**src/rtl/uart_prog_loader_pkg.sv**
```systemverilog
// Shared constants and types for the UART program loader.
// Start/stop marker words, word width and loader FSM states.
package prog_loader_pkg;

  localparam int WORD_W = 24;

  localparam logic [WORD_W-1:0] START_WORD    = 24'h0000FF;
  localparam logic [WORD_W-1:0] STOP_RST_WORD = 24'h00F0FF;

  typedef enum logic [1:0] {
    IDLE,
    LOAD,
    RELEASE
  } state_e;

endpackage

```
**src/rtl/uart_prog_loader_if.sv**
```systemverilog
// Byte stream in / imem write port out of the program loader.
// master = UART rx + imem side, slave = loader side.
interface uart_prog_loader_if #(
  parameter int ADDR_W = 8
);
  import prog_loader_pkg::*;

  logic [7:0]        rx_data;
  logic              rx_valid;
  logic              imem_we;
  logic [ADDR_W-1:0] imem_addr;
  logic [WORD_W-1:0] imem_wdata;

  modport master (
    output rx_data,
    output rx_valid,
    input  imem_we,
    input  imem_addr,
    input  imem_wdata
  );

  modport slave (
    input  rx_data,
    input  rx_valid,
    output imem_we,
    output imem_addr,
    output imem_wdata
  );

endinterface

```
**src/rtl/uart_prog_loader_word_assembler.sv**
```systemverilog
// Collects rx bytes into 24-bit words, MSB first.
// Optional LOADER_TIMEOUT_EN drops a stalled partial word.
module word_assembler
  import prog_loader_pkg::*;
#(
  parameter int TIMEOUT_CYCLES = 100000
) (
  input  logic              clk,
  input  logic              rst,
  input  logic              clr_i,
  input  logic              framed_i,
  input  logic              en_i,
  input  logic [7:0]        rx_data_i,
  input  logic              rx_valid_i,
  output logic              word_valid_o,
  output logic [WORD_W-1:0] word_o
);

  logic [WORD_W-1:0] shift_q, shift_d;
  logic [1:0]        idx_q, idx_d;
  logic              take;
  logic              to_hit;

  assign take         = rx_valid_i & en_i;
  assign word_o       = {shift_q[WORD_W-9:0], rx_data_i};
  // Unframed: every byte is a sliding-window candidate.
  assign word_valid_o = take && (!framed_i || idx_q == 2'd2);

`ifdef LOADER_TIMEOUT_EN
  localparam int TO_W = $clog2(TIMEOUT_CYCLES + 1);
  localparam logic [TO_W-1:0] TO_LAST = TO_W'(TIMEOUT_CYCLES - 1);

  logic [TO_W-1:0] to_q, to_d;

  assign to_hit = framed_i && idx_q != 2'd0 && !take && to_q == TO_LAST;

  // Count idle cycles while a partial word is pending.
  always_comb begin
    to_d = to_q + 1'b1;
    if (take || clr_i || !framed_i || idx_q == 2'd0 || to_hit)
      to_d = '0;
  end

  // Timeout counter register.
  always_ff @(posedge clk) begin
    if (rst) to_q <= '0;
    else     to_q <= to_d;
  end
`else
  wire unused_timeout = |TIMEOUT_CYCLES;
  assign to_hit = 1'b0;
`endif

  // Shift and byte index next state.
  always_comb begin
    shift_d = shift_q;
    idx_d   = idx_q;
    if (take) begin
      shift_d = word_o;
      if (framed_i)
        idx_d = (idx_q == 2'd2) ? 2'd0 : idx_q + 2'd1;
    end
    if (to_hit)
      idx_d = 2'd0;
    if (clr_i) begin
      shift_d = '0;
      idx_d   = 2'd0;
    end
  end

  // Shift register and byte index.
  always_ff @(posedge clk) begin
    if (rst) begin
      shift_q <= '0;
      idx_q   <= 2'd0;
    end else begin
      shift_q <= shift_d;
      idx_q   <= idx_d;
    end
  end

endmodule

```
**src/rtl/uart_prog_loader.sv**
```systemverilog
// Downloads a program over UART into imem and resets the CPU.
// Build option: LOADER_TIMEOUT_EN (inter-byte timeout in LOAD).
module uart_prog_loader
  import prog_loader_pkg::*;
#(
  parameter int ADDR_W         = 8,
  parameter int DEPTH          = 256,
  parameter int RST_CYCLES     = 16,
  parameter int TIMEOUT_CYCLES = 100000
) (
  input  logic              clk,
  input  logic              rst,
  uart_prog_loader_if.slave bus,
  output logic              cpu_hold,
  output logic              cpu_rst,
  output logic              loading,
  output logic [ADDR_W:0]   words_loaded,
  output logic              overflow
);

  localparam int RC_W = (RST_CYCLES > 1) ? $clog2(RST_CYCLES) : 1;
  localparam logic [RC_W-1:0] RC_LAST  = RC_W'(RST_CYCLES - 1);
  localparam logic [ADDR_W:0] DEPTH_C  = (ADDR_W + 1)'(DEPTH);

  state_e            state_q, state_d;
  logic [ADDR_W:0]   wl_q, wl_d;
  logic              ovf_q, ovf_d;
  logic              we_q, we_d;
  logic [ADDR_W-1:0] addr_q, addr_d;
  logic [WORD_W-1:0] wdata_q, wdata_d;
  logic [RC_W-1:0]   rcnt_q, rcnt_d;
  logic              clr;
  logic              word_valid;
  logic [WORD_W-1:0] word;

  word_assembler #(
    .TIMEOUT_CYCLES(TIMEOUT_CYCLES)
  ) u_asm (
    .clk          (clk),
    .rst          (rst),
    .clr_i        (clr),
    .framed_i     (state_q == LOAD),
    .en_i         (state_q != RELEASE),
    .rx_data_i    (bus.rx_data),
    .rx_valid_i   (bus.rx_valid),
    .word_valid_o (word_valid),
    .word_o       (word)
  );

  // Loader FSM: word classification, imem writes, reset pulse.
  always_comb begin
    state_d = state_q;
    wl_d    = wl_q;
    ovf_d   = ovf_q;
    we_d    = 1'b0;
    addr_d  = addr_q;
    wdata_d = wdata_q;
    rcnt_d  = rcnt_q;
    clr     = 1'b0;
    unique case (state_q)
      IDLE: begin
        if (word_valid && word == START_WORD) begin
          state_d = LOAD;
          wl_d    = '0;
          ovf_d   = 1'b0;
          clr     = 1'b1;
        end
      end
      LOAD: begin
        if (word_valid) begin
          if (word == STOP_RST_WORD) begin
            state_d = RELEASE;
            rcnt_d  = '0;
          end else if (word == START_WORD) begin
            wl_d  = '0;
            ovf_d = 1'b0;
          end else if (wl_q < DEPTH_C) begin
            we_d    = 1'b1;
            addr_d  = wl_q[ADDR_W-1:0];
            wdata_d = word;
            wl_d    = wl_q + 1'b1;
          end else begin
            ovf_d = 1'b1;
          end
        end
      end
      RELEASE: begin
        if (rcnt_q == RC_LAST) begin
          state_d = IDLE;
          clr     = 1'b1;
        end else begin
          rcnt_d = rcnt_q + 1'b1;
        end
      end
      default: state_d = IDLE;
    endcase
  end

  // State and datapath registers.
  always_ff @(posedge clk) begin
    if (rst) begin
      state_q <= IDLE;
      wl_q    <= '0;
      ovf_q   <= 1'b0;
      we_q    <= 1'b0;
      addr_q  <= '0;
      wdata_q <= '0;
      rcnt_q  <= '0;
    end else begin
      state_q <= state_d;
      wl_q    <= wl_d;
      ovf_q   <= ovf_d;
      we_q    <= we_d;
      addr_q  <= addr_d;
      wdata_q <= wdata_d;
      rcnt_q  <= rcnt_d;
    end
  end

  assign bus.imem_we    = we_q;
  assign bus.imem_addr  = addr_q;
  assign bus.imem_wdata = wdata_q;
  assign cpu_hold       = state_q != IDLE;
  assign cpu_rst        = state_q == RELEASE;
  assign loading        = state_q == LOAD;
  assign words_loaded   = wl_q;
  assign overflow       = ovf_q;

endmodule

```
**src/flat_wrapper.sv**
```systemverilog
// flat-port wrapper written by rule: the top's interface ports become plain ports
module uart_prog_loader_flat import prog_loader_pkg::*;
#(
  parameter int ADDR_W         = 8,
  parameter int DEPTH          = 256,
  parameter int RST_CYCLES     = 16,
  parameter int TIMEOUT_CYCLES = 100000
)
  (clk, rst, cpu_hold, cpu_rst, loading, words_loaded, overflow, bus_rx_data, bus_rx_valid, bus_imem_we, bus_imem_addr, bus_imem_wdata);
  uart_prog_loader_if #(.ADDR_W(ADDR_W)) bus_i ();
  input  logic clk;
  input  logic rst;
  output logic cpu_hold;
  output logic cpu_rst;
  output logic loading;
  output logic [ADDR_W:0] words_loaded;
  output logic overflow;
  input wire logic [$bits(bus_i.rx_data)-1:0] bus_rx_data;
  input wire logic [$bits(bus_i.rx_valid)-1:0] bus_rx_valid;
  output wire logic [$bits(bus_i.imem_we)-1:0] bus_imem_we;
  output wire logic [$bits(bus_i.imem_addr)-1:0] bus_imem_addr;
  output wire logic [$bits(bus_i.imem_wdata)-1:0] bus_imem_wdata;
  assign bus_i.rx_data = bus_rx_data;
  assign bus_i.rx_valid = bus_rx_valid;
  assign bus_imem_we = bus_i.imem_we;
  assign bus_imem_addr = bus_i.imem_addr;
  assign bus_imem_wdata = bus_i.imem_wdata;
  uart_prog_loader #(.ADDR_W(ADDR_W), .DEPTH(DEPTH), .RST_CYCLES(RST_CYCLES), .TIMEOUT_CYCLES(TIMEOUT_CYCLES)) u_core (.clk(clk), .rst(rst), .bus(bus_i), .cpu_hold(cpu_hold), .cpu_rst(cpu_rst), .loading(loading), .words_loaded(words_loaded), .overflow(overflow));
endmodule
```
**config.mk**
```make
export PLATFORM = sky130hd
export DESIGN_NAME = uart_prog_loader_flat
export DESIGN_NICKNAME = d
export VERILOG_FILES = /design/src/rtl/uart_prog_loader_pkg.sv /design/src/rtl/uart_prog_loader_if.sv /design/src/rtl/uart_prog_loader_word_assembler.sv /design/src/rtl/uart_prog_loader.sv /design/src/flat_wrapper.sv
export SDC_FILE = /design/constraint.sdc
export NUM_CORES = 1
export LEC_CHECK = 0
export CAP_MARGIN = 20
export CORE_ASPECT_RATIO = 0.5
export CORE_UTILIZATION = 54
export CTS_CLUSTER_DIAMETER = 30
export CTS_CLUSTER_SIZE = 14
export DETAILED_ROUTE_END_ITERATION = 10
export PLACE_DENSITY = 0.92
export SLEW_MARGIN = 30
export SYNTH_ARGS = -nofsm -noshare
export SYNTH_HDL_FRONTEND = slang
export SYNTH_SLANG_ARGS = --single-unit
```
**constraint.sdc**
```tcl
create_clock -name clk -period 5.99 [get_ports clk]
set_clock_uncertainty 0.1 [all_clocks]
set_input_delay 1.198 -clock clk [delete_from_list [all_inputs] [get_ports clk]]
set_output_delay 1.198 -clock clk [all_outputs]
set_load 0.02 [all_outputs]
```
==> results of run 1 <==
[report_power, final]
part / total, uW / switching (uW) / leakage (uW) / internal, uW
Clock: 451 / 175 / 0.000115 / 275
Combinational: 41.1 / 23.2 / 0.000633 / 17.9
Sequential: 457 / 6.28 / 0.000542 / 450
Total: 948 / 205 / 0.00129 / 744
[final cells by class]
type,count,area [sq um]
flip-flops and latches,67,1340
multi-input cells,226,1290
fillers,329,1080
repair buffers,57,566
clock buffers,9,124
clock inverters,6,115
well taps,66,82.6
inverters,4,15.0
[Yosys cell counts, drive strengths merged (2+ instances only)]
cell type  number
clkbuf         12
nand2          69
ha              2
inv             4
a21o            2
a211oi          2
buf             5
a21oi          43
nor4            2
or3             2
nand2b          4
o21ai           5
a31oi           4
or2             3
nor3           22
and3            6
a221o           4
mux2i          17
dfxtp          67
or4             2
nand3b          2
nand4           4
nand3           5
nor2           11
[cells by family (layout without fill, tap and decap cells)]
family          after synthesis  in the layout
compound gates               69             69
simple gates                138            138
flops                        67             67
buf+inv                      21             76
fa+ha+maj                     2              2
mux                          17             17
[sequential cells by signal, summed over array words and instances (netlist names)]
signal and count:
u_core.rcnt_q 4, u_core.bus.imem_we 1, u_core.words_loaded 9, u_core.u_asm.idx_q 2, u_core.u_asm.shift_q 16, u_core.overflow 1
u_core.state_q 2, u_core.bus.imem_wdata 24, u_core.bus.imem_addr 8
[metrics by stage]
stage	total power, uW	std cells	hold WS (ns)	cell area [sq um]	worst slack, ns
floorplan	492	314	0.340	2720	3.13
global route	971	435	0.372	3540	2.42
CTS	951	435	0.357	3540	2.20
global placement	505	420	0.342	3300	2.02
finish	948	435	0.353	3540	2.50
detailed placement	507	420	0.348	3300	1.90
[worst min path at each step]
stage / start / to / slack, ns / cells after the start
floorplan: u_core.u_asm.shift_q[12]$_SDFFE_PP0N_ / u_core.bus.imem_wdata[20]$_SDFFE_PP0P_ / 0.34 / 2
global placement: u_core.bus.imem_addr[1]$_SDFFE_PP0P_ / u_core.bus.imem_addr[1]$_SDFFE_PP0P_ / 0.34 / 2
detailed placement: u_core.bus.imem_addr[1]$_SDFFE_PP0P_ / u_core.bus.imem_addr[1]$_SDFFE_PP0P_ / 0.35 / 2
CTS: u_core.bus.imem_addr[1]$_SDFFE_PP0P_ / u_core.bus.imem_addr[1]$_SDFFE_PP0P_ / 0.36 / 2
global route: u_core.bus.imem_addr[0]$_SDFFE_PP0P_ / u_core.bus.imem_addr[0]$_SDFFE_PP0P_ / 0.37 / 2
finish: u_core.bus.imem_wdata[14]$_SDFFE_PP0P_ / u_core.bus.imem_wdata[14]$_SDFFE_PP0P_ / 0.35 / 2
[tightest hold or removal path, stage by stage, from the launching register on]
cell and delay (ns):
dfxtp_1 0.31, nand2_1 0.05, a21oi_1 0.05
[metal layers]
layer,routed length [um],part of all wire [%],global-route usage [%]
met1,3070,46,35.4
met5,0,0,0
met2,3100,46,45.4
met3,467,7.0,8.67
met4,61,0.91,9.76
[placed cells by master (no fill, tap or decap), types with 3 or more instances in the layout]
cell type         n
o21ai_0           5
mux2i_1          17
inv_1             4
dfxtp_1          67
and3_1            6
or2_2             3
nand4_1           4
nand3_1           5
clkdlybuf4s50_1  55
a21oi_1          40
nand2b_1          4
nor3_1           21
a221o_1           4
nand2_1          69
a31oi_1           4
bufinv_16         3
clkbuf_8          9
nor2_1           11
a21oi_2           3
==> run_results.csv, run 1 <==
group,metric,value,unit
sta,rsz0062_at_grt,"false",
floorplanning,io_pins,57,
power_and_ir_drop,power_leakage,0.00129,uW
clock_network,worstSkewPairLatency,0.35,ns
hold_path,holdCritPathClass,"reg2reg",
sta,slew_viol_final,0,
global_route,gr-total-overflow,0,
clock_network,cts-buffers-inserted,9,
global_route,grt_use_total,27.9,%
clock_network,clock-sinks,67,
global_route,grt_pass1_wl,11000,um
floorplanning,die_height,52.2,um
routing,drc,0,
setup_path,critPathKind,"in2reg",
floorplanning,start_util,58.9,%
clock_network,htreeDepth,3,
logic_synthesis,synth_top_family_by_area,"simple AND/OR/NAND/NOR gates",
global_route,antenna_found_initial,0,
global_route,grt_pass1_vias,2360,
logic_synthesis,async_reset_ff_share,0,%
logic_synthesis,synth.distinct_cells,42,
logic_synthesis,synthAdderAreaFrac,0.920,%
job,maxCapViolations,0,
routing,wl_per_cell,15.4,um
place,port_buffers,56,
logic_synthesis,synth_top_area_share,49.3,%
routing,drt_iter0_drc,103,
logic_synthesis,synthMuxAreaShare,6.26,%
logic_synthesis,synth_compound_area_share,16.0,%
clock_network,cts_hold_buf,0,
clock_network,cts_tree,"yes",
sta,setup_viol,0,
place,hpwl,4480,um
floorplanning,core_area,4620,sq um
setup_path,cp-start-kind,"input port",
final_layout,layout.nets,378,
logic_synthesis,syn_inst,314,
clock_network,cts_max_path_buffers,2,
logic_synthesis,seq_area_frac_synth,49.3,%
logic_synthesis,yosysWarnings,0,
logic_synthesis,syn_area,2720,sq um
clock_network,cts_setup_buffers,0,
setup_path,worst-r2r-setup-slack,3.42,ns
sta,worst_slew_pin_slew,0.889,ns
setup_path,crit_fanout,33,
global_route,grt_max_degree,64,
setup_path,startpoint,"bus_rx_data[0]",
setup_path,cp.required,6.13,ns
logic_synthesis,synth-edff-count,0,
setup_path,critPathTopFamily,"compound AO/OA/AOI/OAI gates",
logic_synthesis,synthSimpleGateAreaFrac,24.3,%
floorplanning,dieArea,5340,sq um
clock_network,cts_resized,0,
sta,hold_violations,0,
setup_path,cp_slowest_cell,"a21o_2",
place,gp_congestion,0.871,
clock_network,clk_pin_slew,0.07,ns
setup_path,r2r_end,"u_core.words_loaded[3]$_SDFFE_PP0P_",
logic_synthesis,synth-seq-cells,67,
setup_path,r2r-start,"u_core.u_asm.shift_q[12]$_SDFFE_PP0N_",
final_layout,fin_util,76.7,%
sta,slew_headroom,40.6,%
routing,first_pass_iters,4,
floorplanning,rows,17,
setup_path,critPathArrivalTime,3.62,ns
setup_path,slowest_delay,0.61,ns
logic_synthesis,synth_xor_area_share,0,%
sta,finalCritPeriodShare,58.2,%
logic_synthesis,avgSynthCellArea,8.66,sq um
final_layout,area_growth,30.1,%
setup_path,critPathBufInv,1,
floorplanning,die-width,102,um
routing,detail-route-antenna-nets,0,
power_and_ir_drop,ir_drop,0.222,mV
logic_synthesis,yosys_most_used_dff,"dfxtp_1",
setup_path,reg2regPathDepth,5,
sta,min_period,3.49,ns
setup_path,crit_path_end_kind,"register",
setup_path,crit_chain,"clkdlybuf4s50_1, or4b_1, a211oi_2, a21o_2, nor4_1, a211o_1",
power_and_ir_drop,power_density,268,nW/um^2
final_layout,num_antenna_cells,0,
logic_synthesis,synth_largest_area_cell,"dfxtp_1",
routing,wl,6690,um
logic_synthesis,ys_top_cells_by_area,"dfxtp_1 49%, nand2_1 9.5%, a21oi_1 7.5%, mux2i_1 6.3%, nor3_1 3.9%",
status,outcome,"complete, no violations",
final_layout,drive_gt1_share,8.13,%
clock_network,ctsRootBufferMaster,"clkbuf_8",
sta,fin_tns_setup,0,ns
setup_path,worst-path-stages,6,
logic_synthesis,synth_fp_nets,327,
setup_path,crit_end,"u_core.words_loaded[3]$_SDFFE_PP0P_",
routing,vias,2479,
routing,drt-vias-per-instance,5.70,
sta,max_clock_freq,0.287,GHz
Power figures use the tool's default switching activity.
==> inputs of run 2 (changes only) <==
Settings changed: CORE_UTILIZATION 54 to 50, PLACE_DENSITY 0.92 to 0.86.
Clock period 5.99 ns to 3.6 ns, I/O delays scaled along.
==> run 2 against run 1 <==
  * Via count grew 0.20%
  * Register-to-register slack lost 2.1 ns
  * Flip-flop and latch count is the same
  * Largest power group unchanged
  * Power grew 59%
  * Worst hold slack gained 0.0026 ns
  * Largest cell class unchanged
  * Combinational power grew 69%
  * Worst setup slack lost 1.7 ns
  * Highest routed layer unchanged
==> run_results.csv, run 2 (synthesis gave the netlist of run 1 again) <==
group,metric,value,unit
status,outcome,"complete, no violations",
global_route,grt_use_total,24.7,%
global_route,grt_pass1_wl,10700,um
power_and_ir_drop,power_leakage,0.00131,uW
power_and_ir_drop,ir_drop,0.307,mV
routing,detail-route-antenna-nets,0,
place,place_ws,0.478,ns
routing,drt_iter0_drc,105,
floorplanning,io_pins,57,
global_route,gr-total-overflow,0,
setup_path,crit_chain,"clkdlybuf4s50_1, or4b_1, a211oi_2, a21o_1, buf_4, nor4_1, a211o_1",
sta,fin_tns_setup,0,ns
setup_path,cp-start-kind,"input port",
routing,drt-vias-per-instance,5.58,
sta,finalCritPeriodShare,77.7,%
routing,vias,2484,
setup_path,cp.required,3.74,ns
clock_network,clk_pin_slew,0.07,ns
floorplanning,rows,18,
setup_path,crit_path_end_kind,"register",
sta,rsz0062_at_grt,"false",
sta,slew_headroom,40.3,%
routing,drc,0,
sta,hold_violations,0,
hold_path,holdPathEnd,"u_core.bus.imem_wdata[22]$_SDFFE_PP0P_",
setup_path,worst-r2r-setup-slack,1.29,ns
clock_network,worstSkewPairLatency,0.35,ns
routing,first_pass_iters,4,
hold_path,holdCritPathClass,"reg2reg",
setup_path,cp_slowest_cell,"or4b_1",
place,place_area,3340,sq um
sta,min_period,2.80,ns
sta,slew_viol_final,0,
setup_path,critPathArrivalTime,2.94,ns
setup_path,crit_fanout,21,
power_and_ir_drop,p_total,1510,uW
clock_network,cts_tree,"yes",
floorplanning,start_util,53.7,%
setup_path,critPathKind,"in2reg",
sta,setup_slack,0.802,ns
sta,setup_viol,0,
hold_path,min_delay_path_depth,2,
hold_path,worstHoldStart,"u_core.bus.imem_wdata[22]$_SDFFE_PP0P_",
routing,wl,6610,um
floorplanning,die_height,54.1,um
final_layout,layout_commonest_cell,"nand2_1",
clock_network,cts_resized,0,
power_and_ir_drop,power_density,424,nW/um^2
final_layout,largest_reg_flops,24,
setup_path,reg2regPathDepth,6,
floorplanning,core_area,5070,sq um
final_layout,area_growth,30.7,%
final_layout,num_antenna_cells,0,
clock_network,cts_max_path_buffers,2,
floorplanning,die-width,106,um
floorplanning,dieArea,5750,sq um
setup_path,r2r-start,"u_core.u_asm.shift_q[12]$_SDFFE_PP0N_",
clock_network,cts_hold_buf,0,
sta,max_clock_freq,0.357,GHz
setup_path,slowest_delay,0.55,ns
global_route,grt_max_degree,56,
job,maxCapViolations,0,
final_layout,layout_common_cells,"69 x nand2_1, 67 x dfxtp_1, 55 x clkdlybuf4s50_1",
place,dp_cells,429,
setup_path,r2r_end,"u_core.words_loaded[3]$_SDFFE_PP0P_",
final_layout,final_area,3550,sq um
final_layout,fin_cells,445,
global_route,grt_pass1_vias,2272,
place,hpwl,4660,um
clock_network,cts_setup_buffers,0,
clock_network,htreeDepth,3,
clock_network,clock-sinks,67,
sta,worst_slew_pin_slew,0.893,ns
final_layout,layout.nets,383,
final_layout,drive_gt1_share,9.33,%
clock_network,cts-buffers-inserted,9,
place,port_buffers,56,
global_route,antenna_found_initial,0,
place,gp_congestion,0.850,
routing,wl_per_cell,14.9,um
clock_network,ctsRootBufferMaster,"clkbuf_8",
[run 2: changes by cell type in the layout (fill, tap and decap cells not counted)]
cell,delta
buf_2,+1
bufinv_16,-1
clkinv_2,+3
a21o_1,+1
a21o_2,-1
clkinvlp_4,-1
buf_4,+4
[run 2: routing by layer]
metal / vias to the layer above / track usage [%] / wire (um)
met2: 73 / 40.8 / 3050
met1: 1175 / 30.1 / 2990
met4: 0 / 12.5 / 112
met5: - / 0 / 0
li1: 1224 / - / -
met3: 12 / 7.63 / 451
[run 2: power by group]
part	leakage, uW	switching (uW)	internal (uW)
combinational	0.000656	39.3	30.2
clock	0.000113	290	388
sequential	0.000542	10.4	749
[run 2: how the worst max path moves through the flow]
stage | slack, ns | cells past startpoint | end | start
6_report | 0.80 | 7 | u_core.words_loaded[3]$_SDFFE_PP0P_ | bus_rx_data[0]
4_1_cts | 0.82 | 7 | u_core.words_loaded[3]$_SDFFE_PP0P_ | bus_rx_data[0]
2_1_floorplan | 1.22 | 5 | u_core.words_loaded[7]$_SDFFE_PP0P_ | bus_rx_data[0]
3_5_place_dp | 0.48 | 7 | u_core.words_loaded[3]$_SDFFE_PP0P_ | bus_rx_data[0]
5_1_grt | 0.72 | 7 | u_core.words_loaded[3]$_SDFFE_PP0P_ | bus_rx_data[0]
3_3_place_gp | 0.57 | 7 | u_core.words_loaded[3]$_SDFFE_PP0P_ | bus_rx_data[0]
[run 2: area by class of cell]
class / instances / area (sq um)
Clock buffer: 9 / 124
Timing Repair Buffer: 62 / 601
Multi-Input combinational cell: 226 / 1290
Clock inverter: 7 / 92.6
Fill cell: 406 / 1510
Sequential cell: 67 / 1340
Tap cell: 70 / 87.6
Inverter: 4 / 15.0
[run 2: critical path: cells and delay by family]
family          cells  cell delay (ns)
compound gates      3             0.81
buf+inv             2             0.78
simple gates        2             0.63
[run 2: per-stage QoR]
stage | utilization, % | hold WS [ns]
6_report | 70.1 | 0.356
5_1_grt | 70.1 | 0.379
4_1_cts | 70.1 | 0.359
3_5_place_dp | 65.9 | 0.349
3_3_place_gp | 65.9 | 0.343
2_1_floorplan | - | 0.340
==> inputs of run 3 (changes only) <==
Settings changed: CORE_UTILIZATION 50 to 45, PLACE_DENSITY 0.86 to 0.83.
Clock period 3.6 ns to 2.3 ns, I/O delays scaled along.
==> run 3 against run 2 <==
  * The run now ends with DRC left
  * Combinational power rose by 110%
  * Final cell count rose by 6.1%
  * Sequential share of layout area fell by 3.4 points
  * Global-route usage fell by 0.26 points
  * Design area rose by 9.9%
  * Worst setup slack got worse by 0.76 ns
  * Worst hold slack got worse by 0.0027 ns
  * Via count rose by 7.1%
  * Largest power group is now clock
==> run_results.csv, run 3 (synthesis gave the netlist of run 1 again) <==
group,metric,value,unit
clock_network,ctsRootBufferMaster,"clkbuf_16",
setup_path,reg2regPathDepth,6,
global_route,grt_max_degree,26,
final_layout,drive_gt1_share,16.5,%
global_route,grt_pass1_wl,12100,um
routing,first_pass_iters,7,
setup_path,critPathKind,"in2reg",
setup_path,cp-start-kind,"input port",
final_layout,num_antenna_cells,0,
floorplanning,io_pins,57,
routing,wl,7490,um
setup_path,crit_fanout,9,
routing,drt_iter0_drc,127,
floorplanning,dieArea,6380,sq um
floorplanning,die_height,57.0,um
final_layout,layout_commonest_cell,"nand2_1",
setup_path,cp.required,2.42,ns
hold_path,holdPathEnd,"u_core.bus.imem_wdata[5]$_SDFFE_PP0P_",
floorplanning,rows,19,
sta,slew_headroom,67.1,%
sta,finalCritPeriodShare,98.3,%
place,port_buffers,56,
place,place_ws,-0.413,ns
clock_network,clk_pin_slew,0.06,ns
clock_network,htreeDepth,3,
clock_network,worstSkewPairLatency,0.33,ns
global_route,gr-total-overflow,0,
global_route,grt_use_total,24.4,%
hold_path,min_delay_path_depth,2,
final_layout,layout_common_cells,"69 x nand2_1, 66 x dfxtp_1, 53 x clkdlybuf4s50_1",
setup_path,crit_path_end_kind,"register",
global_route,antenna_found_initial,0,
sta,hold_violations,0,
status,outcome,"finished with violations",
setup_path,critPathArrivalTime,2.38,ns
clock_network,cts_max_path_buffers,2,
status,violations,"DRC",
sta,fin_hold_ws,0.353,ns
routing,wl_per_cell,15.9,um
hold_path,worstHoldStart,"u_core.bus.imem_wdata[5]$_SDFFE_PP0P_",
setup_path,r2r_end,"u_core.words_loaded[7]$_SDFFE_PP0P_",
global_route,grt_pass1_vias,2550,
floorplanning,die-width,112,um
clock_network,cts_hold_buf,0,
sta,setup_slack,0.0388,ns
sta,setup_viol,0,
setup_path,r2r-start,"u_core.u_asm.shift_q[9]$_SDFFE_PP0N_",
final_layout,fillers,429,
clock_network,cts-buffers-inserted,9,
routing,drc,3,
setup_path,worst-r2r-setup-slack,0.04,ns
place,hpwl,5110,um
routing,detail-route-antenna-nets,0,
sta,slew_viol_final,0,
floorplanning,start_util,48.1,%
clock_network,cts_tree,"yes",
routing,vias,2661,
clock_network,clock-sinks,67,
sta,rsz0062_at_grt,"true",
sta,max_clock_freq,0.442,GHz
hold_path,holdCritPathClass,"reg2reg",
final_layout,largest_reg_flops,24,
place,gp_congestion,0.901,
setup_path,startpoint,"bus_rx_data[6]",
sta,min_period,2.26,ns
power_and_ir_drop,power_density,701,nW/um^2
power_and_ir_drop,ir_drop,0.398,mV
job,maxCapViolations,0,
power_and_ir_drop,power_leakage,0.00150,uW
final_layout,layout.nets,407,
sta,worst_slew_pin_slew,0.493,ns
final_layout,area_growth,43.7,%
routing,drt-vias-per-instance,5.64,
floorplanning,core_area,5660,sq um
## run 3: cell count changes in the layout (fill, tap and decap cells not counted), sizes merged, moves of 2 or more
cell           change
buf               +24
clkinv             -5
clkinvlp           +2
inv                +3
clkdlybuf4s50      -2
## run 3: worst max path at each step
stage,end,cells past startpoint,slack (ns)
2_1_floorplan,u_core.words_loaded[7]$_SDFFE_PP0P_,5,0.18
3_5_place_dp,u_core.words_loaded[4]$_SDFFE_PP0P_,7,-0.41
4_1_cts,u_core.words_loaded[7]$_SDFFE_PP0P_,6,0.03
3_3_place_gp,u_core.words_loaded[3]$_SDFFE_PP0P_,7,-0.37
5_1_grt,u_core.words_loaded[0]$_SDFFE_PP0P_,8,-0.05
6_report,u_core.words_loaded[7]$_SDFFE_PP0P_,8,0.04
## run 3: per-layer routing
metal  track usage [%]  vias up  wire length (um)  part of all wire [%]
met4              10.4        0               131                   1.8
met2              40.7       99              3630                    48
met3              6.70       19               466                   6.2
met1              30.4     1267              3260                    44
met5                 0        -                 0                     0
li1                  -     1276                 -                     -
## run 3: what timing repair did
item | in CTS | in global routing
gates resized for setup | 3 | 8
buffers inserted | 3 | 1
gates cloned | 0 | 0
setup endpoints to repair | 26 | 33
pin swaps | 2 | 3
## run 3: area by class of cell
cell class	count	area [sq um]	share of cell area, %
inverter	4	15.0	0.384
sequential	67	1340	34.4
tap	73	91.3	2.34
clock inverter	6	71.3	1.83
timing repair buffer	86	807	20.7
multi-input combinational	226	1340	34.3
clock buffer	10	239	6.12
## run 3: stage by stage
step | instances | cell area, sq um | utilization (%) | power [uW] | TNS (ns)
6_report | 472 | 3910 | 69.0 | 2740 | 0
5_1_grt | 472 | 3910 | 69.0 | 2820 | -0.0739
4_1_cts | 471 | 3860 | 68.2 | 2740 | 0
3_5_place_dp | 452 | 3520 | 62.2 | 1340 | -20.49
3_3_place_gp | 452 | 3520 | 62.2 | 1340 | -17.72
2_1_floorplan | 314 | 2720 | - | 1280 | 0
## run 3: power by group
| part | switching [uW] | total (uW) | internal (uW) | leakage [uW] |
|---|---|---|---|---|
| Sequential | 15.1 | 1190 | 1170 | 0.000542 |
| Combinational | 74.7 | 146 | 71.7 | 0.000809 |
| Clock | 524 | 1400 | 879 | 0.000146 |
| Total | 614 | 2740 | 2120 | 0.00150 |
## run 3: worst max-delay path: stages
cell and delay (ns):
clkdlybuf4s50_1 0.49, and4_1 0.25, and3_1 0.19, buf_4 0.18
a21boi_2 0.20, a21oi_2 0.09, buf_4 0.16, a221o_1 0.35
